`src/rtl/trace_pkg.sv`:
```
// Shared constants for the trace capture path: opcodes, FSM encoding, widths.
package trace_pkg;

  localparam int WORD_W = 16;
  localparam int SEL_W  = 9;
  localparam int CNT_W  = 7;

  localparam logic [7:0] OP_CAPTURE = 8'h0A;
  localparam logic [7:0] OP_ABORT   = 8'h0B;

  localparam logic [2:0] ST_IDLE    = 3'd0;
  localparam logic [2:0] ST_ARM     = 3'd1;
  localparam logic [2:0] ST_TRIG    = 3'd2;
  localparam logic [2:0] ST_CAPTURE = 3'd3;
  localparam logic [2:0] ST_DRAIN   = 3'd4;

  // A count field of zero means the full 128-word capture.
  function automatic logic [7:0] words_from_field(input logic [CNT_W-1:0] field);
    return (field == '0) ? 8'd128 : {1'b0, field};
  endfunction

endpackage

```
`src/rtl/trace_fifo.sv`:
```
// Synchronous first-word-fall-through FIFO with flush; pointers carry an extra wrap bit.
module trace_fifo #(
  parameter int DEPTH = 8,
  parameter int WIDTH = 16
) (
  input  logic             clk_i,
  input  logic             rst_n_i,
  input  logic             flush_i,
  input  logic             push_i,
  input  logic [WIDTH-1:0] wdata_i,
  input  logic             pop_i,
  output logic [WIDTH-1:0] rdata_o,
  output logic             empty_o,
  output logic             full_o
);

  localparam int AW = $clog2(DEPTH);

  logic [AW:0]      wr_ptr_q, wr_ptr_d;
  logic [AW:0]      rd_ptr_q, rd_ptr_d;
  logic [WIDTH-1:0] mem_q [DEPTH];
  logic             do_push, do_pop;

  assign empty_o = (wr_ptr_q == rd_ptr_q);
  assign full_o  = (wr_ptr_q[AW] != rd_ptr_q[AW]) &&
                   (wr_ptr_q[AW-1:0] == rd_ptr_q[AW-1:0]);
  assign rdata_o = mem_q[rd_ptr_q[AW-1:0]];

  // A pop in the same cycle frees the slot, so a full FIFO still accepts the push.
  assign do_pop  = pop_i && !empty_o;
  assign do_push = push_i && (!full_o || do_pop);

  always_comb begin
    wr_ptr_d = wr_ptr_q;
    rd_ptr_d = rd_ptr_q;
    if (flush_i) begin
      wr_ptr_d = '0;
      rd_ptr_d = '0;
    end else begin
      if (do_push) wr_ptr_d = wr_ptr_q + (AW+1)'(1);
      if (do_pop)  rd_ptr_d = rd_ptr_q + (AW+1)'(1);
    end
  end

  always_ff @(posedge clk_i or negedge rst_n_i) begin
    if (!rst_n_i) begin
      wr_ptr_q <= '0;
      rd_ptr_q <= '0;
    end else begin
      wr_ptr_q <= wr_ptr_d;
      rd_ptr_q <= rd_ptr_d;
    end
  end

  always_ff @(posedge clk_i) begin
    if (do_push && !flush_i) mem_q[wr_ptr_q[AW-1:0]] <= wdata_i;
  end

endmodule

```
`src/rtl/trace_capture.sv`:
```
// Trace receiver: selects a mux channel, deserialises q into 16-bit words, buffers them for the host.
// Optional TRACE_CAPTURE_TRIGGER_EN adds a TRIG state that waits for the first 0->1 edge on q.
//
// state   | meaning
// IDLE    | waiting for OP_CAPTURE
// ARM     | select driven, waiting for the mux echo (bounded by ARM_TIMEOUT)
// TRIG    | waiting for first rising edge on q (trigger build only)
// CAPTURE | shifting q into words, pushing each completed word
// DRAIN   | all words captured, waiting for the FIFO to empty
module trace_capture
  import trace_pkg::*;
#(
  parameter int FIFO_DEPTH  = 8,
  parameter int ARM_TIMEOUT = 15
) (
  input  logic              rclk,
  input  logic              rrst_n,
  input  logic              req_stb,
  input  logic [7:0]        bRequest,
  input  logic [15:0]       parameter_Block16,
  output logic [SEL_W-1:0]  select,
  input  logic [SEL_W-1:0]  actual_select,
  input  logic              q,
  output logic [WORD_W-1:0] word_data,
  output logic              word_valid,
  input  logic              word_ready,
  output logic              busy,
  output logic              overflow,
  output logic              arm_fail
);

  localparam int ARM_W = $clog2(ARM_TIMEOUT + 1);

`ifdef TRACE_CAPTURE_TRIGGER_EN
  localparam logic [2:0] ST_AFTER_ARM = ST_TRIG;
`else
  localparam logic [2:0] ST_AFTER_ARM = ST_CAPTURE;
`endif

  logic [2:0]        state_q, state_d;
  logic [SEL_W-1:0]  select_q, select_d;
  logic [7:0]        words_left_q, words_left_d;
  logic [3:0]        bit_cnt_q, bit_cnt_d;
  logic [WORD_W-1:0] shift_q, shift_d;
  logic [ARM_W-1:0]  arm_cnt_q, arm_cnt_d;
  logic              overflow_q, overflow_d;
  logic              arm_fail_q, arm_fail_d;
`ifdef TRACE_CAPTURE_TRIGGER_EN
  logic              q_prev_q;
`endif

  logic              push, pop, flush;
  logic [WORD_W-1:0] push_word;
  logic              fifo_empty, fifo_full;
  logic [WORD_W-1:0] fifo_rdata;
  logic              start, abort, sel_match;

  assign start     = req_stb && (bRequest == OP_CAPTURE);
  assign abort     = req_stb && (bRequest == OP_ABORT);
  assign sel_match = (actual_select == select_q);
  // Shift right so the first captured bit ends up in [0].
  assign push_word = {q, shift_q[WORD_W-1:1]};
  assign pop       = word_valid && word_ready;

  always_comb begin
    state_d      = state_q;
    select_d     = select_q;
    words_left_d = words_left_q;
    bit_cnt_d    = bit_cnt_q;
    shift_d      = shift_q;
    arm_cnt_d    = arm_cnt_q;
    overflow_d   = overflow_q;
    arm_fail_d   = arm_fail_q;
    push         = 1'b0;
    flush        = 1'b0;

    case (state_q)
      ST_IDLE: begin
        if (start) begin
          state_d      = ST_ARM;
          select_d     = parameter_Block16[SEL_W-1:0];
          words_left_d = words_from_field(parameter_Block16[15:SEL_W]);
          arm_cnt_d    = '0;
          bit_cnt_d    = '0;
          overflow_d   = 1'b0;
          arm_fail_d   = 1'b0;
        end
      end
      ST_ARM: begin
        if (sel_match) begin
          state_d   = ST_AFTER_ARM;
          bit_cnt_d = '0;
        end else if (arm_cnt_q == ARM_W'(ARM_TIMEOUT - 1)) begin
          state_d    = ST_IDLE;
          arm_fail_d = 1'b1;
        end else begin
          arm_cnt_d = arm_cnt_q + ARM_W'(1);
        end
      end
`ifdef TRACE_CAPTURE_TRIGGER_EN
      ST_TRIG: begin
        if (!sel_match) begin
          state_d = ST_IDLE;
        end else if (q && !q_prev_q) begin
          state_d   = ST_CAPTURE;
          shift_d   = push_word;
          bit_cnt_d = 4'd1;
        end
      end
`endif
      ST_CAPTURE: begin
        if (!sel_match) begin
          state_d = ST_IDLE;
        end else begin
          shift_d   = push_word;
          bit_cnt_d = bit_cnt_q + 4'd1;
          if (bit_cnt_q == 4'd15) begin
            push         = 1'b1;
            words_left_d = words_left_q - 8'd1;
            if (words_left_q == 8'd1) state_d = ST_DRAIN;
            // Lost words still count toward the request.
            if (fifo_full && !pop) overflow_d = 1'b1;
          end
        end
      end
      ST_DRAIN: begin
        if (fifo_empty) state_d = ST_IDLE;
      end
      default: state_d = ST_IDLE;
    endcase

    if (abort) begin
      state_d = ST_IDLE;
      flush   = 1'b1;
      push    = 1'b0;
    end
  end

  always_ff @(posedge rclk or negedge rrst_n) begin
    if (!rrst_n) begin
      state_q      <= ST_IDLE;
      select_q     <= '0;
      words_left_q <= '0;
      bit_cnt_q    <= '0;
      shift_q      <= '0;
      arm_cnt_q    <= '0;
      overflow_q   <= 1'b0;
      arm_fail_q   <= 1'b0;
    end else begin
      state_q      <= state_d;
      select_q     <= select_d;
      words_left_q <= words_left_d;
      bit_cnt_q    <= bit_cnt_d;
      shift_q      <= shift_d;
      arm_cnt_q    <= arm_cnt_d;
      overflow_q   <= overflow_d;
      arm_fail_q   <= arm_fail_d;
    end
  end

`ifdef TRACE_CAPTURE_TRIGGER_EN
  always_ff @(posedge rclk or negedge rrst_n) begin
    if (!rrst_n) q_prev_q <= 1'b0;
    else         q_prev_q <= q;
  end
`endif

  trace_fifo #(
    .DEPTH (FIFO_DEPTH),
    .WIDTH (WORD_W)
  ) u_fifo (
    .clk_i   (rclk),
    .rst_n_i (rrst_n),
    .flush_i (flush),
    .push_i  (push),
    .wdata_i (push_word),
    .pop_i   (pop),
    .rdata_o (fifo_rdata),
    .empty_o (fifo_empty),
    .full_o  (fifo_full)
  );

  assign select     = select_q;
  assign word_valid = !fifo_empty;
  assign word_data  = fifo_empty ? '0 : fifo_rdata;
  assign busy       = (state_q != ST_IDLE);
  assign overflow   = overflow_q;
  assign arm_fail   = arm_fail_q;

endmodule

```
`config.mk`:
```
export PLATFORM = sky130hd
export DESIGN_NAME = trace_capture
export DESIGN_NICKNAME = d
export VERILOG_FILES = /design/src/rtl/trace_pkg.sv /design/src/rtl/trace_fifo.sv /design/src/rtl/trace_capture.sv
export SDC_FILE = /design/constraint.sdc
export NUM_CORES = 1
export LEC_CHECK = 0
export CORE_MARGIN = 2
export CORE_UTILIZATION = 47
export DETAILED_ROUTE_END_ITERATION = 12
export MAX_ROUTING_LAYER = met4
export PLACE_DENSITY = 0.67
export SYNTH_ARGS = -nofsm -noshare
export SYNTH_HDL_FRONTEND = slang
export SYNTH_SLANG_ARGS = --single-unit
```
`constraint.sdc`:
```
create_clock -name rclk -period 5.5 [get_ports rclk]
set_input_delay 1.1 -clock rclk [delete_from_list [all_inputs] [get_ports rclk]]
set_output_delay 1.1 -clock rclk [all_outputs]
set_load 0.01 [all_outputs]
```
After elaboration in Yosys (flattened, before gate mapping). Memory sizes are Yosys's and may differ from the RTL's. Index checks and enable logic that the tools add are counted.

RAM bits: 128. Register bits after elaboration: 54. Input port bits: 38. Memories kept: 1. Word-level logic and storage cells: 111. Output and inout bits: 29.

Memory list: u_fifo.mem_q (depth 8, bits a word 16, read ports 1, clocked after memory_dff 0, wr ports 1, line trace_fifo.sv:21) `logic [WIDTH-1:0] mem_q [DEPTH];`.

Mux-type cells: 41. Add/subtract/negate cells: 5. Reduce and logical (&&, ||, !) cells: 29. Equality and inequality tests: 25.

Operator list (count): $mux 4 (9); $mux 8 (4); $mux 3 (8); $add 4x1->4 const B (4); $eq 8x4->1 const B (2); $mux 16 (1); $ne 2x2->1 const B (8); $pmux 8 s2 (1); $reduce_and 4->1 (4); $mux 1 (13); $ne 4x4->1 const B (3); $pmux 3 s4 (1); $pmux 4 s3 (1); $reduce_and 5->1 (2); $eq 9x9->1 (1); $eq 4x4->1 const B (2); $eq 8x1->1 const B (1); $logic_and 1x1->1 (8); $pmux 4 s2 (1); $reduce_bool 2->1 (4); $sub 8x1->8 const B (1); $logic_not 7->1 (1); $ne 3x3->1 const B (2); $reduce_bool 3->1 (2); 11 further kinds (16).

Longest topological paths before layout.
Depth after elaboration: 9. Depth in mapped cells: 8. Depth with buffers taken out: 7.

Hierarchy. From an unflattened synthesis, not the netlist that was laid out.

Cell total of the unflattened synthesis: 505. Area, all modules: 7986.4 um2.

Modules (own cells, without submodules): trace_fifo (area each 5405.2 um2, instances 1, seq. area each 4043.9 um2, cells an instance 262); trace_capture (area each 2581.2 um2, instances 1, seq. area each 1126.1 um2, cells an instance 243).

Worst setup path after synthesis. Ideal clock, no wire load.

Path type: input -> register. Start point: in actual_select[3]. End point: mem u_fifo.mem_q[0][0] (enable). Required time: 5.091 ns. Setup time: 0.409 ns. Path slack: 1.559 ns. Stages: 5. Arrival: 3.531 ns. Path buffers: 0. Cells stage by stage: xnor2_1 -> nand4_1 -> or4_4 -> or4_4 -> nor3_1.

Word-level cells in the longest chain between the ends: 8.

Ends and longest elaborated chain: start, declared (line trace_capture.sv:22) `input logic [SEL_W-1:0] actual_select,`; $eq 9x9->1 (line trace_capture.sv:60) `assign sel_match = (actual_select == select_q);`; $mux 1 (line trace_capture.sv:112) `if (!sel_match) begin`; $mux 1 (line trace_capture.sv:77) `case (state_q)`; $mux 1 (line trace_capture.sv:132) `if (abort) begin`; $logic_and 1x1->1 (line trace_fifo.sv:31) `assign do_push = push_i && (!full_o || do_pop);`; $logic_and 1x1->1 (line trace_fifo.sv:56) `if (do_push && !flush_i) mem_q[wr_ptr_q[AW-1:0]] <= wdata_i;`; $mux 1 (line trace_fifo.sv:56); $mux 1 (not written as such) (line trace_fifo.sv:56); end, declared (line trace_fifo.sv:21).

Every way passes these cells.

Worst setup path in the final report.
Start point: reg u_fifo.rd_ptr_q[0]. End point: out word_valid.

Word-level cells in the longest chain between the ends: 2.

Ends and longest elaborated chain: start, declared (line trace_fifo.sv:20) `logic [AW:0] rd_ptr_q, rd_ptr_d;`; start signal, assigned (line trace_fifo.sv:51) `rd_ptr_q <= rd_ptr_d;`; $eq 4x4->1 (line trace_fifo.sv:24) `assign empty_o = (wr_ptr_q == rd_ptr_q);`; $logic_not 1->1 (line trace_capture.sv:184) `assign word_valid = !fifo_empty;`; end, declared (line trace_capture.sv:25) `output logic word_valid,`.

Every way passes these cells.

==> summary.txt <==
CTS
  • Total clock sinks: 181
  • Hold Buf Count CTS: 0
  • Worst-Skew Late Latency: 0.42 ns
  • Clock slew at reported path FFs: 0.06 ns
  • Post-CTS setup buffer count: 0
  • Num CTS Buffers: 17
  • CTS Buffer Depth: 2
  • H-tree levels: 4
  • TritonCTS clock tree: built
  • CTS resizes: 0
  • CTS root buf: clkbuf_16

Die
  • I/O Pins: 67
  • Die ar.: 0.0173 mm^2
  • Die H: 132 um
  • Row Count: 46
  • Core region area: 0.0159 mm^2
  • Initial Utilization: 48.1%
  • Width of the die: 132 um

Worst setup path
  • Crit path max fanout: 22
  • Worst setup SP type: register
  • Req. time, crit path: 4.40 ns
  • WP data arrival: 3.16 ns
  • R2R Setup Slk: 2.02 ns
  • Worst r2r dst: u_fifo.mem_q[5][6]$_DFFE_PP_
  • Worst reg-to-reg path cell count: 6
  • CP Class: register to primary output
  • Start of the worst register-to-register path: state_q[0]$_DFFE_PN0P_
  • Crit end category: primary output

Finish
  • P&R area growth vs syn: 19.3%
  • Diode count: 0
  • Fin cells: 798
  • Post-route cell area: 0.00912 mm^2
  • Share of layout cells above drive strength 1: 16.5%
  • Register area: 0.00517 mm^2
  • Fill cells: 1228
  • Layout Nets: 614
  • Area occupied by multi-input gates: 0.00235 mm^2

Synthesis
  • Synth area leader: edfxtp_1
  • Yosys warnings: 0
  • Top_reg_cell synth: edfxtp_1
  • Post-synth top area share: 50.3%
  • Mean area per synthesized cell: 15.5 um^2
  • Simple-gate share of the synthesized area: 9.07%
  • Ys async rst share: 29.3%
  • Net Count, Synth: 539
  • Unique masters post-synth: 49
  • Main combinational cell family by area after synthesis: multiplexers
  • Gate Count Post-Synth: 494
  • Post-synthesis mux area share: 14.1%
  • Synth area leaders: edfxtp_1 (50%), dfrtp_1 (17%), mux4_2 (9.4%), mux2i_1 (2.4%), mux2_2 (2.4%)
  • Number of synthesized flops with an enable pin: 128
  • Post-synthesis adder-cell area fraction: 1.15%
  • Post-synthesis sequential area ratio: 67.6%
  • Compound-Gate Fraction of Synth Area: 4.26%
  • Cell Area, Synth: 0.00764 mm^2
  • Seq cells post-synth: 181
  • XOR/XNOR Fraction of Synth Area: 1.83%

Power
  • Peak supply drop: 0.000249 V
  • Clock network power share: 35.1%
  • P_int: 2.30 mW
  • Comb power frac: 14.5%
  • Sw Pwr: 768 uW
  • Pwr dens: 336 mW/mm^2
  • Leakage: 3.59 nW
  • Sequential share of power: 50.4%
  • Switch share: 25.1%

Min path
  • Min-Delay Path Depth: 1
  • Hold path start: arm_cnt_q[3]$_DFFE_PN0P_
  • Hold Path Class: register to register
  • Hold worst-path end: arm_cnt_q[3]$_DFFE_PN0P_

Routing
  • DR vias: 4414
  • 1st-pass router iterations: 4
  • Antenna-violating nets left: 0
  • First DRT Iteration DRCs: 395
  • # DRC: 0
  • WL/cell: 19.2 um
  • Overall routed net length: 15300 um
  • Vias/cell: 5.53

Timing
  • Post-Route Setup TNS: 0 ns
  • RSZ-0062 raised after global routing: no
  • Final Slew Violations: 0
  • Max Clock Skew: 0.00978 ns
  • Final min period: 4.26 ns
  • PnR worst setup slack: 1.24 ns
  • Final Setup Violations: 0
  • Final hold slack: 0.476 ns
  • Hold Vio Cnt, Final: 0
  • Post-route clock period utilization: 77.4%
  • Max Clk Rate: 235 MHz
  • Slew headroom: 42.9%
  • Least-Margin Pin Slew: 0.851 ns

Global routing
  • Met3 Use GR: 4.59%
  • Met1 Use GR: 24.6%
  • Grt ovf: 0
  • First-pass GRT wire length: 24700 um
  • Busiest grt layer: met2
  • Largest net degree at the start of global routing: 54
  • Initial antenna violation count: 0
  • Vias in the first global route: 4552
  • GRT Resource Usage Total: 19.2%
  • Global routing usage on met2: 30.5%

Place
  • GP Congestion: 0.881
  • Cell Area, Placed: 0.00860 mm^2
  • DP Worst Slack: 1.23 ns
  • Placed cell count: 766
  • Post-DP HPWL: 9400 um
  • Port bufs: 66

Run status
  • Outcome: finished clean

Flow run
  • Max-cap violations: 0
==> state kept, by name, indices dropped and copies added, names as in the netlist <==
register / count
bit_cnt_q: 4
state_q: 3
words_left_q: 8
u_fifo.rd_ptr_q: 4
u_fifo.wr_ptr_q: 4
arm_fail: 1
overflow: 1
select: 9
arm_cnt_q: 4
shift_q: 15
u_fifo.mem_q: 128
==> cells by family after synthesis <==
family | count (synthesis)
buf+inv | 34
mux | 66
compound gates | 51
fa+ha+maj | 7
simple gates | 139
flops | 181
xor+xnor | 16
==> power by group through the flow <==
stage	combinational [mW]	clock, mW	sequential [mW]
after detailed placement	0.453	0	1.57
after global routing	0.481	1.16	1.55
after CTS	0.455	1.10	1.54
after floorplan	0.351	0	1.52
final	0.445	1.08	1.54
after global placement	0.451	0	1.57
==> worst max-delay path: stages (launching register included) <==
cell	delay (ns)
dfrtp_2	0.87
xnor2_1	0.21
and4_1	0.78
inv_1	0.29
clkdlybuf4s50_1	0.56
==> synthesized netlist by cell type, types with 2 or more instances <==
library cell    n
edfxtp_1      128
dfrtp_1        53
nor2_1         41
nand2_1        37
mux4_2         32
a21oi_1        19
mux2i_1        18
mux2_2         16
xnor2_1        15
clkbuf_1       14
nand3_1        13
inv_1           9
nor3_1          9
ha_1            7
a31oi_1         6
buf_2           6
o21ai_0         6
nand4_1         5
o22a_1          5
nand2b_1        4
nor3b_1         4
nor4_1          4
or3_1           4
and3_1          3
buf_4           3
o31ai_1         3
a2111oi_0       2
a21o_1          2
buf_1           2
nor4b_1         2
o22ai_1         2
or4_1           2
or4_4           2
==> worst max path at each step <==
| stage | start | end | slack, ns | cells past startpoint |
|---|---|---|---|---|
| after floorplan | actual_select[3] | u_fifo.mem_q[0][0]$_DFFE_PP_ | 1.56 | 5 |
| after global placement | actual_select[1] | u_fifo.mem_q[5][8]$_DFFE_PP_ | 1.31 | 7 |
| after detailed placement | actual_select[5] | u_fifo.mem_q[5][8]$_DFFE_PP_ | 1.23 | 7 |
| after CTS | u_fifo.rd_ptr_q[0]$_DFFE_PN0P_ | word_valid | 1.14 | 4 |
| after global routing | u_fifo.rd_ptr_q[0]$_DFFE_PN0P_ | word_valid | 1.0 | 4 |
| final | u_fifo.rd_ptr_q[0]$_DFFE_PN0P_ | word_valid | 1.24 | 4 |
==> per-layer routing <==
layer	vias up	routed length, um
met5	-	0
li1	2053	-
met2	117	7770
met4	0	182
met1	2225	6730
met3	19	632
==> cell type report <==
| cell class | instances | area share (%) |
|---|---|---|
| Timing Repair Buffer | 81 | 8.42 |
| Clock inverter | 8 | 0.563 |
| Inverter | 9 | 0.370 |
| Tap cell | 216 | 2.96 |
| Multi-Input combinational cell | 279 | 25.8 |
| Clock buffer | 24 | 5.17 |
| Sequential cell | 181 | 56.7 |
==> metrics by stage <==
step,power [mW],util (%)
global placement,2.02,54.1
detailed placement,2.03,54.1
CTS,3.10,57.4
global route,3.19,57.4
finish,3.06,57.4
floorplan,1.87,-
==> layout by cell type, fill, tap and decap left out, types with 16 or more instances in the layout <==
master / netlist / layout
a21oi_1: 19 / 19
clkbuf_16: 0 / 17
clkdlybuf4s50_1: 0 / 65
dfrtp_1: 53 / 52
edfxtp_1: 128 / 128
mux2_2: 16 / 16
mux2i_1: 18 / 18
mux4_2: 32 / 32
nand2_1: 37 / 37
nor2_1: 41 / 41
Note: power is estimated with default switching activity, not from simulation.
